[src/rtl/frogger_game_if.sv]
`default_nettype none
// ============================================================================
// Module      : frogger_game_if
// Description : Signal bundle between the Frogger game-flow controller and
//               the play-field blocks (frog, car rows, lilypad rows, display).
// Revision    : 1.0 - initial release
// ============================================================================
interface frogger_game_if;
    logic        Start;
    logic [3:0]  Car_Collision;
    logic [3:0]  LPad_Collision;
    logic [10:0] Frog_Y;
    logic        Frog_Reset;
    logic        Freeze;
    logic        Game_Over;
    logic [2:0]  Lives;
    logic [15:0] Score;
    logic [2:0]  Level;
    logic [2:0]  State;

    // Controller side: consumes play-field status, drives game flow outputs
    modport master (
        input  Start, Car_Collision, LPad_Collision, Frog_Y,
        output Frog_Reset, Freeze, Game_Over, Lives, Score, Level, State
    );

    // Play-field side: the mirror image of the controller
    modport slave (
        output Start, Car_Collision, LPad_Collision, Frog_Y,
        input  Frog_Reset, Freeze, Game_Over, Lives, Score, Level, State
    );
endinterface
`default_nettype wire

[src/rtl/frogger_game_ctrl.sv]
`default_nettype none
// ============================================================================
// Module      : frogger_game_ctrl
// Description : Frogger game-flow sequencer. Derives a per-frame tick from
//               vsync and runs death / goal / respawn / level / game-over
//               flow, owning the lives, BCD score and level registers.
// Revision    : 1.0 - initial release
// ============================================================================
module frogger_game_ctrl #(
    parameter int LIVES_INIT      = 3,
    parameter int DEATH_FRAMES    = 60,
    parameter int GRACE_FRAMES    = 30,
    parameter int GOAL_Y          = 80,
    parameter int RIVER_TOP       = 80,
    parameter int RIVER_BOT       = 239,
    parameter int GOALS_PER_LEVEL = 5,
    parameter int MAX_LEVEL       = 7
) (
    input  wire            Clk,
    input  wire            Reset_n,
    input  wire            frame_clk,
    frogger_game_if.master game
);

    localparam logic [2:0] c_st_idle      = 3'd0;
    localparam logic [2:0] c_st_playing   = 3'd1;
    localparam logic [2:0] c_st_dying     = 3'd2;
    localparam logic [2:0] c_st_goal      = 3'd3;
    localparam logic [2:0] c_st_respawn   = 3'd4;
    localparam logic [2:0] c_st_game_over = 3'd5;

    localparam int c_frame_w = (DEATH_FRAMES > 1) ? $clog2(DEATH_FRAMES) : 1;
    localparam int c_grace_w = (GRACE_FRAMES > 0) ? $clog2(GRACE_FRAMES + 1) : 1;
    localparam int c_goal_w  = (GOALS_PER_LEVEL > 1) ? $clog2(GOALS_PER_LEVEL) : 1;

    localparam logic [c_frame_w-1:0] c_death_last = c_frame_w'(DEATH_FRAMES - 1);
    localparam logic [c_grace_w-1:0] c_grace_init = c_grace_w'(GRACE_FRAMES);
    localparam logic [c_goal_w-1:0]  c_goals_last = c_goal_w'(GOALS_PER_LEVEL - 1);
    localparam logic [2:0]           c_lives_init = 3'(LIVES_INIT);
    localparam logic [2:0]           c_max_level  = 3'(MAX_LEVEL);
    localparam logic [10:0]          c_goal_y     = 11'(GOAL_Y);
    localparam logic [10:0]          c_river_top  = 11'(RIVER_TOP);
    localparam logic [10:0]          c_river_bot  = 11'(RIVER_BOT);

    logic                 r_fclk_meta, r_fclk_sync, r_fclk_prev;
    logic [2:0]           r_state, w_state_next;
    logic [2:0]           r_lives, r_level;
    logic [15:0]          r_score, w_score_next;
    logic [c_goal_w-1:0]  r_goal_cnt;
    logic [c_frame_w-1:0] r_frame_cnt;
    logic [c_grace_w-1:0] r_grace_cnt;
    logic                 r_start_prev;
    logic                 w_frog_reset, w_freeze, w_game_over;

    // Two-stage synchronizer plus edge history for the asynchronous vsync
    always_ff @(posedge Clk or negedge Reset_n) begin
        if (!Reset_n) begin
            r_fclk_meta <= 1'b0;
            r_fclk_sync <= 1'b0;
            r_fclk_prev <= 1'b0;
        end else begin
            r_fclk_meta <= frame_clk;
            r_fclk_sync <= r_fclk_meta;
            r_fclk_prev <= r_fclk_sync;
        end
    end

    wire w_tick    = r_fclk_sync & ~r_fclk_prev;
    wire w_car_hit = |game.Car_Collision;
    wire w_drown   = (game.Frog_Y >= c_river_top) && (game.Frog_Y <= c_river_bot)
                     && ~|game.LPad_Collision;
    wire w_goal    = game.Frog_Y < c_goal_y;
    // Grace masks deaths only; the registered count is used, so the window
    // covers the first GRACE_FRAMES playing ticks after respawn.
    wire w_death   = (w_car_hit | w_drown) && (r_grace_cnt == '0);
    wire w_restart = game.Start && !r_start_prev;
    wire w_init    = ((r_state == c_st_idle) && game.Start)
                     || ((r_state == c_st_game_over) && w_restart);

    // FSM state register
    always_ff @(posedge Clk or negedge Reset_n) begin
        if (!Reset_n) r_state <= c_st_idle;
        else          r_state <= w_state_next;
    end

    // FSM next-state logic; every transition waits for a frame tick
    always_comb begin
        w_state_next = r_state;
        if (w_tick) begin
            case (r_state)
                c_st_idle:      if (game.Start) w_state_next = c_st_respawn;
                c_st_respawn:   w_state_next = c_st_playing;
                c_st_playing: begin
                    if (w_death)     w_state_next = c_st_dying;
                    else if (w_goal) w_state_next = c_st_goal;
                end
                c_st_dying: begin
                    if (r_frame_cnt == '0)
                        w_state_next = (r_lives <= 3'd1) ? c_st_game_over : c_st_respawn;
                end
                c_st_goal:      w_state_next = c_st_respawn;
                c_st_game_over: if (w_restart) w_state_next = c_st_respawn;
                default:        w_state_next = c_st_idle;
            endcase
        end
    end

    // FSM outputs: frog hold / motion freeze / game-over flag per state
    always_comb begin
        w_frog_reset = 1'b1;
        w_freeze     = 1'b1;
        w_game_over  = 1'b0;
        case (r_state)
            c_st_respawn:   w_freeze     = 1'b0;
            c_st_playing: begin
                w_frog_reset = 1'b0;
                w_freeze     = 1'b0;
            end
            c_st_dying:     w_frog_reset = 1'b0;
            c_st_goal:      w_frog_reset = 1'b0;
            c_st_game_over: w_game_over  = 1'b1;
            default: ;
        endcase
    end

    // Score plus ten in BCD: ones digit is always zero, saturate at 9999
    always_comb begin
        w_score_next = r_score;
        if (r_score[15:4] == 12'h999) begin
            w_score_next = 16'h9999;
        end else if (r_score[7:4] != 4'h9) begin
            w_score_next[7:4] = r_score[7:4] + 4'h1;
        end else if (r_score[11:8] != 4'h9) begin
            w_score_next[7:4]  = 4'h0;
            w_score_next[11:8] = r_score[11:8] + 4'h1;
        end else begin
            w_score_next[7:4]   = 4'h0;
            w_score_next[11:8]  = 4'h0;
            w_score_next[15:12] = r_score[15:12] + 4'h1;
        end
    end

    // Game bookkeeping: lives, score, level and frame counters, tick-gated
    always_ff @(posedge Clk or negedge Reset_n) begin
        if (!Reset_n) begin
            r_lives      <= c_lives_init;
            r_score      <= 16'h0000;
            r_level      <= 3'd0;
            r_goal_cnt   <= '0;
            r_frame_cnt  <= '0;
            r_grace_cnt  <= '0;
            r_start_prev <= 1'b0;
        end else if (w_tick) begin
            r_start_prev <= game.Start;
            if (w_init) begin
                r_lives    <= c_lives_init;
                r_score    <= 16'h0000;
                r_level    <= 3'd0;
                r_goal_cnt <= '0;
            end
            case (r_state)
                c_st_respawn: r_grace_cnt <= c_grace_init;
                c_st_playing: begin
                    if (r_grace_cnt != '0) r_grace_cnt <= r_grace_cnt - 1'b1;
                    if (w_death)           r_frame_cnt <= c_death_last;
                end
                c_st_dying: begin
                    if (r_frame_cnt != '0)  r_frame_cnt <= r_frame_cnt - 1'b1;
                    else if (r_lives != '0) r_lives     <= r_lives - 3'd1;
                end
                c_st_goal: begin
                    r_score <= w_score_next;
                    if (r_goal_cnt == c_goals_last) begin
                        r_goal_cnt <= '0;
                        if (r_level != c_max_level) r_level <= r_level + 3'd1;
                    end else begin
                        r_goal_cnt <= r_goal_cnt + 1'b1;
                    end
                end
                default: ;
            endcase
        end
    end

    assign game.Frog_Reset = w_frog_reset;
    assign game.Freeze     = w_freeze;
    assign game.Game_Over  = w_game_over;
    assign game.Lives      = r_lives;
    assign game.Score      = r_score;
    assign game.Level      = r_level;
    assign game.State      = r_state;

endmodule
`default_nettype wire
[src/flat_wrapper.sv]
// flat-port wrapper written by rule: the top's interface ports become plain ports
module frogger_game_ctrl_flat 
#(
    parameter int LIVES_INIT      = 3,
    parameter int DEATH_FRAMES    = 60,
    parameter int GRACE_FRAMES    = 30,
    parameter int GOAL_Y          = 80,
    parameter int RIVER_TOP       = 80,
    parameter int RIVER_BOT       = 239,
    parameter int GOALS_PER_LEVEL = 5,
    parameter int MAX_LEVEL       = 7
)
  (Clk, Reset_n, frame_clk, game_Start, game_Car_Collision, game_LPad_Collision, game_Frog_Y, game_Frog_Reset, game_Freeze, game_Game_Over, game_Lives, game_Score, game_Level, game_State);
  frogger_game_if game_i ();
  input  wire Clk;
  input  wire Reset_n;
  input  wire frame_clk;
  input wire logic [$bits(game_i.Start)-1:0] game_Start;
  input wire logic [$bits(game_i.Car_Collision)-1:0] game_Car_Collision;
  input wire logic [$bits(game_i.LPad_Collision)-1:0] game_LPad_Collision;
  input wire logic [$bits(game_i.Frog_Y)-1:0] game_Frog_Y;
  output wire logic [$bits(game_i.Frog_Reset)-1:0] game_Frog_Reset;
  output wire logic [$bits(game_i.Freeze)-1:0] game_Freeze;
  output wire logic [$bits(game_i.Game_Over)-1:0] game_Game_Over;
  output wire logic [$bits(game_i.Lives)-1:0] game_Lives;
  output wire logic [$bits(game_i.Score)-1:0] game_Score;
  output wire logic [$bits(game_i.Level)-1:0] game_Level;
  output wire logic [$bits(game_i.State)-1:0] game_State;
  assign game_i.Start = game_Start;
  assign game_i.Car_Collision = game_Car_Collision;
  assign game_i.LPad_Collision = game_LPad_Collision;
  assign game_i.Frog_Y = game_Frog_Y;
  assign game_Frog_Reset = game_i.Frog_Reset;
  assign game_Freeze = game_i.Freeze;
  assign game_Game_Over = game_i.Game_Over;
  assign game_Lives = game_i.Lives;
  assign game_Score = game_i.Score;
  assign game_Level = game_i.Level;
  assign game_State = game_i.State;
  frogger_game_ctrl #(.LIVES_INIT(LIVES_INIT), .DEATH_FRAMES(DEATH_FRAMES), .GRACE_FRAMES(GRACE_FRAMES), .GOAL_Y(GOAL_Y), .RIVER_TOP(RIVER_TOP), .RIVER_BOT(RIVER_BOT), .GOALS_PER_LEVEL(GOALS_PER_LEVEL), .MAX_LEVEL(MAX_LEVEL)) u_core (.Clk(Clk), .Reset_n(Reset_n), .frame_clk(frame_clk), .game(game_i));
endmodule
[config.mk]
export PLATFORM = sky130hd
export DESIGN_NAME = frogger_game_ctrl_flat
export DESIGN_NICKNAME = d
export VERILOG_FILES = /design/src/rtl/frogger_game_if.sv /design/src/rtl/frogger_game_ctrl.sv /design/src/flat_wrapper.sv
export SDC_FILE = /design/constraint.sdc
export NUM_CORES = 1
export LEC_CHECK = 0
export BUFFER_PORTS_ARGS = -buffer_cell sky130_fd_sc_hd__buf_2
export CORE_UTILIZATION = 39
export CTS_CLUSTER_SIZE = 25
export DETAILED_ROUTE_END_ITERATION = 6
export GPL_TIMING_DRIVEN = 0
export PLACE_DENSITY = 0.65
export SYNTH_ARGS = -nofsm -noshare
export SYNTH_HDL_FRONTEND = slang
export SYNTH_SLANG_ARGS = --single-unit
[constraint.sdc]
create_clock -name Clk -period 3.5 [get_ports Clk]
set_input_delay 0 -clock Clk [delete_from_list [all_inputs] [get_ports Clk]]
set_output_delay 0 -clock Clk [all_outputs]
set_load 0.01 [all_outputs]
[Word-level counts from Yosys, hierarchy flattened]
Cells that the tools add are included.
Storage, ports and cells
  flip-flop bits (word level): 43
  latch bits: 0
  memory bits (writable): 0
  ROM bits: 0
  input port bits: 23
  output and inout bits: 28
  logic and storage cells: 112
  memories kept: 0
Operators by class
  add/sub/neg operators: 8
  multiply operators: 0
  div/mod/pow operators: 0
  order comparisons: 4
  equality and inequality tests: 20
  shifts and indexed selects: 0
  mux-type cells: 34
  bitwise gates (word level): 3
  reduce and logical (&&, ||, !) cells: 29
Operators with widths (number)
  $mux W3: 16
  $mux W16: 2
  $pmux W3 S6: 1
  $mux W8: 2
  $add A4 B1 Y4 const B: 3
  $eq A12 B12 Y1 const B: 1
  $mux W12: 1
  $mux W4: 3
  $mux W6: 2
  $ne A2 B1 Y1 const B: 6
  $pmux W6 S2: 1
  $ge A11 B7 Y1 const B: 1
  $le A11 B8 Y1 const B: 1
  $lt A11 B7 Y1 const B: 1
  $pmux W5 S2: 1
  $eq A3 B3 Y1 const B: 3
  $reduce_and A3 Y1: 3
  $ne A4 B4 Y1 const B: 2
  $reduce_and A4 Y1: 2
  $reduce_or A4 Y1: 2
  $add A3 B1 Y3 const B: 2
  $eq A3 B2 Y1 const B: 2
  $logic_and A1 B1 Y1: 6
  $logic_not A6 Y1: 1
  26 further kinds: 33

[Logic depth before layout (Yosys ltp)]
Gate-level depths: netlist of run 1.
  word-level depth: 8
  gate-level depth with buffers: 7

[Least setup slack after synthesis of run 1]
OpenSTA, ideal clock, no wires.
  path type: register to register
  start point: register u_core.r_score[5], in the netlist u_core.game.Score[5]
  end point: register u_core.r_score[12], in the netlist u_core.game.Score[12]
  library setup time: 64 ps
  arrival time: 1656 ps
  required time: 3436 ps
  slack: 1779 ps
  cell stages (with the launch flop): 7
  period minus slack after synthesis: 1721 ps
  cells stage by stage: dfrtp_1 > inv_1 > ha_1 > nand3b_1 > or4_1 > a211oi_1 > a21o_1
Between the ends
  longest elaborated chain between the ends: 3
  elaborated cells between the ends (all ways): 7
RTL lines
  start, declared: line frogger_game_ctrl.sv:48  | logic [15:0] r_score, w_score_next;
  start signal, assigned: line frogger_game_ctrl.sv:172  | r_score <= w_score_next;
  $eq A12 B12 Y1 or $ne A4 B4 Y1 (tied branches): line frogger_game_ctrl.sv:129, frogger_game_ctrl.sv:131
  $ne A3 B2 Y1 (no source line) or $mux W12 (tied branches)
  $reduce_and A4 Y1 (no source line) or $mux W16 (tied branches)
Several ways; a longest one is shown, not always the timed one.
A chain may end at the register's enable or synchronous reset.

[Worst setup path in the final report of run 1]
  start point: register u_core.r_fclk_sync
  end point: register u_core.r_lives[1], in the netlist u_core.game.Lives[1]
Between the ends
  longest elaborated chain between the ends: 1
RTL lines
  start, declared: line frogger_game_ctrl.sv:45  | logic r_fclk_meta, r_fclk_sync, r_fclk_prev;
  start signal, assigned: line frogger_game_ctrl.sv:63  | r_fclk_sync <= r_fclk_meta;
  $and A1 B1 Y1: line frogger_game_ctrl.sv:68  | wire w_tick = r_fclk_sync & ~r_fclk_prev;
  end signal, assigned: line frogger_game_ctrl.sv:146  | r_lives <= c_lives_init;
  end signal, assigned: line frogger_game_ctrl.sv:156  | r_lives <= c_lives_init;
  end signal, assigned: line frogger_game_ctrl.sv:169  | else if (r_lives != '0) r_lives <= r_lives - 3'd1;
  end, declared: line frogger_game_ctrl.sv:47  | logic [2:0] r_lives, r_level;
Every way passes these cells.

==> summary.md, run 1 <==
| Metric | Value |
|---|---|
| Largest stage delay, worst path | `between 0.4 and 0.5 ns` |
| Lkg Pwr | `about 1.3 nW` |
| Clock buffer depth | `2` |
| Layout cells sized above 1 | `0.2399` |
| Yosys warns | `0` |
| Arrival @ worst endpoint | `roughly 2.3 ns` |
| Cells after Synth | `between 200 and 300` |
| Largest net degree at the start of global routing | `41` |
| Fin crit share | `0.5846` |
| Netlist cell types | `60` |
| Final hold vios | `0` |
| Number of cell rows | `28` |
| Setup TNS | `0 ns` |
| Clock skew | `between 0.004 and 0.005 ns` |
| CTS tree | `done` |
| Status | `complete, no violations` |
| Starting Density | `0.4112` |
| Rel. slew slack | `0.3906` |
| Global-route wire length before repair | `slightly below 9 mm` |
| FILL cells | `just under 600` |
| Die X | `81.48 um` |
| Post-DR wirelength/cell | `around 14 um` |
| Global placer's final weighted congestion | `around 0.79` |
| Most frequent cells in the layout | `47 x buf_2, 38 x dfrtp_1, 33 x nand2_1` |
| CTS resizes | `0` |
| P&R area growth vs syn | `19.25%` |
| Worst path slowest cell | `clkbuf_1` |
| Post-synth top flop | `dfrtp_1` |
| Register area share after synthesis | `0.4073` |
| Root Buffer | `clkbuf_8` |
| Max-cap violation count | `0` |
| Vias per cell | `5.460` |
| Clock Latency Late Sink | `~0.29 ns` |
| Top Family by Delay on Critical Path | `simple AND/OR/NAND/NOR gates` |
| Startpoint Class | `flip-flop` |
| Peak VDD IR | `0.4446 mV` |
| GR Util All Layers | `0.1762` |
| Die area | `~6600 sq um` |
| Post-layout minimum cycle time | `between 2 and 2.5 ns` |
| Worst Hold Class | `primary input to flip-flop` |
| RSZ-0062 raised after global routing | `no` |
| Post-Route WL | `approximately 5.4 mm` |
| Yosys reg bits | `40` |
| Ys async rst share | `1.000` |
| Sink Count | `40` |
| Antenna violations before repair | `0` |
| Area leader, netlist | `dfrtp_1` |
| Hold slack | `0.08952 ns` |
| Setup violators final | `0` |
| CTS buffer count | `5` |
| Mapped cell area | `approximately 2500 sq um` |
| Antenna-violating nets left | `0` |
| Fmax | `488.7 MHz` |
| Crit path max fanout | `10` |
| Boundary Pins | `51` |
| Setup bufs post-CTS | `0` |
| Post-synth top area share | `0.3860` |
| Final Slew Violations | `0` |
| Cell Area, Placed | `between 2000 and 3000 sq um` |
| Final net count | `360` |
| Clk pin slew, worst setup/hold paths | `around 0.080 ns` |
| Commonest non-fill, non-tap cell in the layout | `buf_2` |
| Hpwl dp | `3.857 mm` |
| N_diodes | `0` |
| I/O Buffers | `between 40 and 50` |
| Worst-path cell chain | `nor2b_1, clkbuf_1, nand4_1, a21oi_1, nor3_1, a21oi_1` |
| Via count | `2162` |
| DRC viols | `0` |
| Slew @ Worst Pin | `roughly 0.91 ns` |
| Area contributors post-synth | `dfrtp_1 39%, ha_1 8.6%, nand2_1 5.0%` |
| Post-Syn Area per Cell | `about 9.3 sq um` |
| DRT Pass-1 Iters | `4` |
| PD cells | `between 600 and 700 nW/um^2` |
| Core area | `5991 sq um` |
| GRT overflow | `0` |
| Data required time of the worst path | `3.72 ns` |
| Post-synth EDFFs | `0` |
| Crit end category | `flip-flop` |
| Vias in the first global route | `~2000` |
| Initial DRC Count | `81` |
| Most used cell, CP | `a21oi_1` |
| Setup CP Type | `flip-flop to flip-flop` |
| Design Area, Final | `about 3000 sq um` |
| H-tree lvl count | `2` |
| WP buf/inv | `1` |
| Die height | `roughly 80 um` |
| Post-cts hold buffer count | `3` |
| Reg2reg setup slack | `roughly 1.5 ns` |
-- synthesized netlist by cell type (2+ instances only) --
| master | number |
|---|---|
| buf_2 | 3 |
| inv_1 | 15 |
| nor4_1 | 3 |
| dfstp_2 | 2 |
| o211ai_1 | 2 |
| and2_1 | 2 |
| xor2_1 | 3 |
| or4_1 | 2 |
| nand3b_1 | 4 |
| a31oi_1 | 10 |
| nand2_1 | 33 |
| nand4_1 | 4 |
| nor3_1 | 8 |
| buf_4 | 4 |
| o21ai_0 | 12 |
| o31ai_1 | 7 |
| nor2_1 | 19 |
| nand2b_1 | 5 |
| a211oi_1 | 2 |
| nor3b_2 | 2 |
| nand3_1 | 6 |
| nor2b_1 | 5 |
| nor4_2 | 3 |
| a21oi_1 | 13 |
| ha_1 | 17 |
| dfrtp_1 | 38 |
| o21ai_1 | 4 |
| xnor2_1 | 5 |
-- registers in the layout (all words and copies together), names as in the netlist --
register             flops
u_core.game.Level        3
u_core.game.Lives        3
u_core.game.Score       13
u_core.game.State        3
u_core.r_fclk_meta       1
u_core.r_fclk_prev       1
u_core.r_fclk_sync       1
u_core.r_frame_cnt       6
u_core.r_goal_cnt        3
u_core.r_grace_cnt       5
u_core.r_start_prev      1
-- where the power goes --
| group | leakage [nW] | switching [W] | internal (W) | total (W) |
|---|---|---|---|---|
| Clock | 0.0645 | 0.000163 | 0.000252 | 0.000414 |
| Combinational | 0.767 | 0.000428 | 0.000338 | 0.000766 |
| Sequential | 0.496 | 0.000180 | 0.000619 | 0.000799 |
-- worst register-to-register path, delay by kind of cell (launching register included) --
| family | cells | cell delay [ns] |
|---|---|---|
| AO/OA/AOI/OAI | 2 | 0.44 |
| flip-flops | 1 | 0.37 |
| AND/OR/NAND/NOR | 3 | 0.71 |
| buffers and inverters | 1 | 0.45 |
-- routing by layer --
layer / routed length (um) / GRT usage
met5: 0 / 0
met4: 69 / 0.05893
met3: 195 / 0.03333
met2: 2413 / 0.2783
met1: 2716 / 0.2413
-- cell type report --
class	count	area, sq um	area share
sequential	40	1003	0.3416
multi-input combinational	203	1359	0.4625
inverter	15	56.30	0.01917
buffer	8	48.80	0.01661
timing repair buffer	47	250.2	0.08518
clock inverter	1	30.03	0.01022
tap	75	93.84	0.03194
clock buffer	7	96.34	0.03279
-- cell families (layout without fill, tap and decap cells) --
group                    after synthesis  in the layout  share of synthesized area
buffers and inverters                 23             78                    0.04266
other                                  1              2                   0.001522
AO/OA/AOI/OAI                         68             68                     0.1894
flip-flops                            40             40                     0.4073
multiplexers                           1              1                   0.004571
adder cells (fa/ha/maj)               17             17                    0.08634
XOR/XNOR                               8              8                    0.02844
AND/OR/NAND/NOR                      107            107                     0.2397
-- final timing paths --
check,from,to,depth (start not counted)
max in group asynchronous,Reset_n,u_core.r_frame_cnt[1],2
worst max register to register,u_core.r_fclk_sync,u_core.game.Lives[1],6
worst max-delay path,u_core.r_fclk_sync,u_core.game.Lives[1],6
worst min register to register,u_core.r_fclk_meta,u_core.r_fclk_sync,0
min in group asynchronous,Reset_n,u_core.game.Score[13],2
worst min-delay path,game_Frog_Y[10],u_core.game.State[1],4
-- per-stage QoR --
step | util | setup WS (ns) | std cells | power [W]
floorplan | - | 1.780 | 266 | 0.001308
global placement | 0.4643 | 1.546 | 385 | 0.001545
detailed placement | 0.4643 | 1.497 | 385 | 0.001571
CTS | 0.4904 | 1.435 | 396 | 0.001997
global route | 0.4904 | 1.261 | 396 | 0.002147
finish | 0.4904 | 1.454 | 396 | 0.001979
Power figures use the tool's default switching activity.
==> inputs of run 2 (changes only) <==
Clock period 3.5 ns to 1.9 ns, I/O delays scaled along.
==> run 2 against run 1 <==
Design area is 4.0% higher. Flip-flop and latch count stayed put. Non-clock buffer count is 4 higher. Worst setup slack worse by 1.4 ns. Global-route usage stayed put. Clock-buffer cell count stayed put. Register-to-register slack worse by 1.4 ns. Hold slack worse by 0.016 ns. Via count is 0.42% lower. First-iteration DRC count is 8.6% lower. Die area stayed put. Utilization is 2.0 points higher. Largest cell class unchanged.
==> summary.md, run 2 (same netlist as run 1, synthesis figures left out) <==
| Metric | Value |
|---|---|
| Crit path max fanout | `10 (unchanged)` |
| N_diodes | `0 (unchanged)` |
| Slew @ Worst Pin | `0.9137 ns (was 0.9141 ns)` |
| Number of cell rows | `28 (unchanged)` |
| Pre-CTS setup slack | `-0.1026 ns (was 1.497 ns)` |
| Setup crit start | `u_core.game.State[2] (was u_core.r_fclk_sync)` |
| Clock Latency Late Sink | `0.29 ns (about the same)` |
| Startpoint Class | `flip-flop (unchanged)` |
| WP buf/inv | `2 (was 1)` |
| Die area | `6639 sq um (unchanged)` |
| H-tree lvl count | `2 (unchanged)` |
| Global placer's final weighted congestion | `0.7903 (unchanged)` |
| Largest net degree at the start of global routing | `41 (unchanged)` |
| Setup violators final | `0 (unchanged)` |
| Setup TNS | `0 ns (unchanged)` |
| DRC viols | `0 (unchanged)` |
| Post-DR wirelength/cell | `13.70 um (was 13.62 um)` |
| I/O Buffers | `44 (unchanged)` |
| Fin cells | `400 (was 396)` |
| Clock skew | `0.005855 ns (was 0.004650 ns)` |
| Placed cell count | `385 (unchanged)` |
| Rel. slew slack | `0.3908 (was 0.3906)` |
| Via count | `2153 (was 2162)` |
| FF-to-FF Start | `u_core.game.State[2] (was u_core.r_fclk_sync)` |
| Layout cells sized above 1 | `0.2800 (was 0.2399)` |
| Max-cap violation count | `0 (unchanged)` |
| Final net count | `364 (was 360)` |
| Die X | `81.48 um (unchanged)` |
| Largest stage delay, worst path | `0.41 ns (was 0.45 ns)` |
| Post-layout minimum cycle time | `1.831 ns (was 2.046 ns)` |
| Starting Density | `0.4112 (unchanged)` |
| Post-Route Utilization | `0.5102 (was 0.4904)` |
| Worst-path cell chain | `clkbuf_4, or2_4, a211oi_4, buf_4, nor2_1, mux2_2 (was nor2b_1, clkbuf_1, nand4_1, a21oi_1, nor3_1, a21oi_1)` |
| Most frequent cells in the layout | `45 x buf_2, 36 x dfrtp_1, 33 x nand2_1 (was 47 x buf_2, 38 x dfrtp_1, 33 x nand2_1)` |
| Lkg Pwr | `1.387 nW (was 1.327 nW)` |
| Fmax | `546.1 MHz (was 488.7 MHz)` |
| Top Family by Delay on Critical Path | `buffers and inverters (was simple AND/OR/NAND/NOR gates)` |
| CTS tree | `done (unchanged)` |
| Commonest non-fill, non-tap cell in the layout | `buf_2 (unchanged)` |
| Setup CP Type | `flip-flop to flip-flop (unchanged)` |
| GRT overflow | `0 (unchanged)` |
| Max reg flops | `13 (unchanged)` |
| DRT Pass-1 Iters | `4 (unchanged)` |
| Global-route wire length before repair | `8.914 mm (unchanged)` |
| Peak VDD IR | `0.7989 mV (was 0.4446 mV)` |
| P&R area growth vs syn | `24.07% (was 19.25%)` |
| Post-Route WL | `5.478 mm (was 5.394 mm)` |
| Hold slack | `0.07302 ns (was 0.08952 ns)` |
| PD cells | `1233 nW/um^2 (was 673.7 nW/um^2)` |
| Boundary Pins | `51 (unchanged)` |
| Final Slew Violations | `0 (unchanged)` |
| Crit end category | `flip-flop (unchanged)` |
| Fin crit share | `0.9638 (was 0.5846)` |
| Initial DRC Count | `74 (was 81)` |
| Hold_sp | `game_Frog_Y[10] (unchanged)` |
| FILL cells | `575 (was 588)` |
| Status | `complete, no violations (unchanged)` |
| Arrival @ worst endpoint | `2.01 ns (was 2.26 ns)` |
| Die height | `81.48 um (unchanged)` |
| Clock buffer depth | `2 (unchanged)` |
| Final hold vios | `0 (unchanged)` |
| GR Util All Layers | `0.1762 (unchanged)` |
| Clk pin slew, worst setup/hold paths | `0.08 ns (about the same)` |
| Data required time of the worst path | `2.08 ns (was 3.72 ns)` |
| Antenna-violating nets left | `0 (unchanged)` |
| Sink Count | `40 (unchanged)` |
| Setup ws final | `0.06869 ns (was 1.454 ns)` |
| Vias in the first global route | `1973 (unchanged)` |
| Hpwl dp | `3.857 mm (unchanged)` |
| Core area | `5991 sq um (unchanged)` |
| Root Buffer | `clkbuf_8 (unchanged)` |
| Antenna violations before repair | `0 (unchanged)` |
| CTS buffer count | `5 (unchanged)` |
| Worst Hold Class | `primary input to flip-flop (unchanged)` |
| Worst path slowest cell | `dfrtp_1 (was clkbuf_1)` |
| Vias per cell | `5.383 (was 5.460)` |
run 2: final timing paths:
kind                            slack [ns]  cells after the start               endpoint
worst max-delay path                  0.07                      6   u_core.game.Level[0]
worst min-delay path                  0.07                      4   u_core.game.State[1]
worst max register to register        0.07                      6   u_core.game.Level[0]
worst min register to register        0.36                      0     u_core.r_fclk_sync
max in group asynchronous             0.90                      2   u_core.game.State[0]
min in group asynchronous             0.37                      2  u_core.game.Score[13]
run 2: routing by layer:
metal,share of wire,wire length [um],global-route usage,up-vias
li1,-,-,-,1075
met1,0.50,2717,0.2413,1037
met2,0.46,2511,0.2783,34
met3,0.033,180,0.03333,7
met4,0.013,69,0.05893,0
met5,0,0,0,-
run 2: tightest hold or removal path, delay by kind of cell:
family                 cells  cell delay, ns
AOI/OAI and AO/OA          2            0.20
buffers and inverters      1            0.07
and+or+nand+nor            1            0.05
run 2: timing repair:
| item | 4_1_cts | 5_1_grt |
|---|---|---|
| hold buffers | 3 | 0 |
| setup endpoints to repair | 12 | 20 |
| pin swaps | 1 | 4 |
| setup buffers | 0 | 4 |
| endpoints found under the hold margin | 40 | 0 |
| resized for setup | 3 | 17 |
run 2: layout make-up:
cell class / instances / area, sq um / area share
flip-flops and latches: 40 / 1006 / 0.3291
multi-input cells: 203 / 1439 / 0.4707
inverters: 15 / 56.30 / 0.01842
plain buffers: 8 / 55.05 / 0.01801
clock inverters: 1 / 30.03 / 0.009824
clock buffers: 7 / 96.34 / 0.03152
repair buffers: 51 / 280.3 / 0.09169
well taps: 75 / 93.84 / 0.03070
run 2: power by group:
part           switching (W)  leakage (nW)  internal, W
logic               0.000825         0.828     0.000680
clock network       0.000300        0.0645     0.000464
registers           0.000356         0.494      0.00114
run 2: stage by stage:
stage          power (W)  cell area [sq um]
3_5_place_dp    0.002893               2781
5_1_grt         0.004081               3057
3_3_place_gp    0.002845               2781
4_1_cts         0.003681               2950
2_1_floorplan   0.002409               2467
6_report        0.003768               3057
==> inputs of run 3 (changes only) <==
Settings changed: CORE_ASPECT_RATIO from default to 1.5.
==> run 3 against run 2 <==
Utilization fell by 0.45 points. Critical path depth did not move. Die area barely moved. Cell count rose by 1.8%. Fmax rose by 1.9%. Clock-buffer cell count fell by 1. Highest routed layer unchanged. Total power fell by 2.7%. Non-clock buffer count rose by 8. Clock skew rose by 0.0014 ns. Via count rose by 1.1%. Flip-flop and latch count did not move. Clock power fell by 22%.
==> summary.md, run 3 (same netlist as run 1, synthesis figures left out) <==
| Metric | Value |
|---|---|
| RSZ-0062 raised after global routing | `yes` |
| Clock skew | `0.007305 ns (was 0.005855 ns)` |
| FILL cells | `592 (was 575)` |
| Crit end category | `flip-flop (unchanged)` |
| Peak VDD IR | `0.5308 mV (was 0.7989 mV)` |
| Antenna violations before repair | `0 (unchanged)` |
| Startpoint Class | `flip-flop (unchanged)` |
| Die area | `6645 sq um (was 6639 sq um)` |
| Final hold vios | `0 (unchanged)` |
| Largest stage delay, worst path | `0.58 ns (was 0.41 ns)` |
| I/O Buffers | `44 (unchanged)` |
| Setup ws final | `0.1027 ns (was 0.06869 ns)` |
| CTS tree | `done (unchanged)` |
| Max reg flops | `13 (unchanged)` |
| Worst Hold Class | `primary input to flip-flop (unchanged)` |
| Via count | `2177 (was 2153)` |
| Fmax | `556.4 MHz (was 546.1 MHz)` |
| Setup CP Type | `flip-flop to flip-flop (unchanged)` |
| Core area | `6131 sq um (was 5991 sq um)` |
| DRC viols | `0 (unchanged)` |
| Clock Latency Late Sink | `0.29 ns (about the same)` |
| Clk pin slew, worst setup/hold paths | `0.08 ns (about the same)` |
| GR Util All Layers | `0.1859 (was 0.1762)` |
| Clock buffer depth | `2 (unchanged)` |
| Commonest non-fill, non-tap cell in the layout | `buf_2 (unchanged)` |
| Root Buffer | `clkbuf_8 (unchanged)` |
| Final net count | `372 (was 364)` |
| Sw Ratio | `0.4138 (was 0.3930)` |
| Pre-CTS setup slack | `-0.1052 ns (was -0.1026 ns)` |
| Global-route wire length before repair | `9.570 mm (was 8.914 mm)` |
| Post-layout minimum cycle time | `1.797 ns (was 1.831 ns)` |
| Post-Route WL | `5.640 mm (was 5.478 mm)` |
| Setup violators final | `0 (unchanged)` |
| Worst path slowest cell | `or4_4 (was dfrtp_1)` |
| Global placer's final weighted congestion | `0.7986 (was 0.7903)` |
| Sink Count | `40 (unchanged)` |
| Final Slew Violations | `0 (unchanged)` |
| Reg area | `1007 sq um (was 1006 sq um)` |
| Area of the multi-input gates | `1459 sq um (was 1439 sq um)` |
| H-tree lvl count | `2 (unchanged)` |
| PD cells | `1182 nW/um^2 (was 1233 nW/um^2)` |
| Sequential share of power | `0.412 (was 0.398)` |
| Initial DRC Count | `80 (was 74)` |
| Post-DR wirelength/cell | `13.86 um (was 13.70 um)` |
| Max-cap violation count | `0 (unchanged)` |
| Psw | `0.001516 W (was 0.001481 W)` |
| DRT Pass-1 Iters | `4 (unchanged)` |
| Cell Area, Placed | `2780 sq um (was 2781 sq um)` |
| Boundary Pins | `51 (unchanged)` |
| CTS buffer count | `5 (unchanged)` |
| Antenna-violating nets left | `0 (unchanged)` |
| Fin crit share | `0.9460 (was 0.9638)` |
| Die height | `99.34 um (was 81.48 um)` |
| GRT overflow | `0 (unchanged)` |
| Starting Density | `0.4018 (was 0.4112)` |
| P&R area growth vs syn | `25.85% (was 24.07%)` |
| Vias per cell | `5.349 (was 5.383)` |
| Status | `complete, no violations (unchanged)` |
| Die X | `66.90 um (was 81.48 um)` |
| Layout cells sized above 1 | `0.3213 (was 0.2800)` |
| Data required time of the worst path | `2.14 ns (was 2.08 ns)` |
| Clock Power Share | `0.163 (was 0.203)` |
| Number of cell rows | `35 (was 28)` |
| N_diodes | `0 (unchanged)` |
| Internal power | `0.002148 W (was 0.002287 W)` |
| Largest net degree at the start of global routing | `41 (unchanged)` |
| Worst-path cell chain | `inv_1, ha_1, nand3b_1, or4_4, a211oi_2, a21o_1 (was clkbuf_4, or2_4, a211oi_4, buf_4, nor2_1, mux2_2)` |
| Design Area, Final | `3100 sq um (was 3057 sq um)` |
| Rel. slew slack | `0.3906 (was 0.3908)` |
| Top Family by Delay on Critical Path | `simple AND/OR/NAND/NOR gates (was buffers and inverters)` |
| Part of the power in combinational logic | `0.425 (was 0.400)` |
| Most frequent cells in the layout | `46 x buf_2, 35 x dfrtp_1, 33 x nand2_1 (was 45 x buf_2, 36 x dfrtp_1, 33 x nand2_1)` |
| Vias in the first global route | `2079 (was 1973)` |
| Crit path max fanout | `7 (was 10)` |
| Hpwl dp | `4.045 mm (was 3.857 mm)` |
| Lkg Pwr | `1.407 nW (was 1.387 nW)` |
| Slew @ Worst Pin | `0.9140 ns (was 0.9137 ns)` |
| Arrival @ worst endpoint | `2.04 ns (was 2.01 ns)` |
| WP buf/inv | `1 (was 2)` |
==> run 3: worst reg2reg max path, stage by stage, from the launching register on <==
cell      delay (ns)
dfrtp_1         0.39
inv_1           0.06
ha_1            0.13
nand3b_1        0.25
or4_4           0.59
a211oi_2        0.23
a21o_1          0.10
==> run 3: per-stage QoR <==
step	utilization	total power, W	hold slack, ns	setup TNS [ns]	std cells
2_1_floorplan	-	0.002409	-0.2956	0	266
3_3_place_gp	0.4535	0.002855	0.1179	-0.3569	384
3_5_place_dp	0.4535	0.002907	0.1171	-0.3827	384
4_1_cts	0.4765	0.003551	0.09438	-0.07626	395
5_1_grt	0.5057	0.003979	0.1173	-0.02134	407
6_report	0.5057	0.003664	0.1185	0	407
==> run 3: final cells by class <==
class / count / area share
plain buffers: 8 / 0.01695
clock buffers: 6 / 0.02663
clock inverters: 2 / 0.003228
inverters: 15 / 0.01816
multi-input cells: 203 / 0.4705
flip-flops and latches: 40 / 0.3249
well taps: 74 / 0.02986
repair buffers: 59 / 0.1098
==> run 3: power groups by stage <==
stage               sequential, W  clock (W)  combinational, W
global route              0.00156   0.000656           0.00176
global placement          0.00148          0           0.00138
CTS                       0.00148   0.000631           0.00144
finish                    0.00151   0.000596           0.00156
detailed placement        0.00149          0           0.00142
floorplan                 0.00148          0          0.000926
==> run 3: metal layers <==
metal	track usage	part of all wire	routed length, um	vias to the layer above
met4	0.06383	0.016	88	0
met5	0	0	0	-
li1	-	-	-	1086
met2	0.3326	0.53	2970	47
met3	0.02867	0.030	169	6
met1	0.2189	0.43	2412	1038
==> run 3: worst paths after layout <==
check	startpoint	to	slack [ns]	depth (start not counted)
worst min register to register	u_core.r_fclk_meta	u_core.r_fclk_sync	0.35	0
worst max-delay path	u_core.game.Score[9]	u_core.game.Score[12]	0.10	6
worst min-delay path	game_Frog_Y[10]	u_core.game.State[1]	0.12	4
worst max register to register	u_core.game.Score[9]	u_core.game.Score[12]	0.10	6
min in group asynchronous	Reset_n	u_core.game.Score[15]	0.37	2
max in group asynchronous	Reset_n	u_core.game.Score[4]	0.89	2
==> run 3: repair_timing <==
action	4_1_cts	5_1_grt
hold buffers	3	0
pin swaps	0	9
setup buffers	0	12
endpoints found under the setup margin	11	25
endpoints found under the hold margin	40	0
resized for setup	4	22
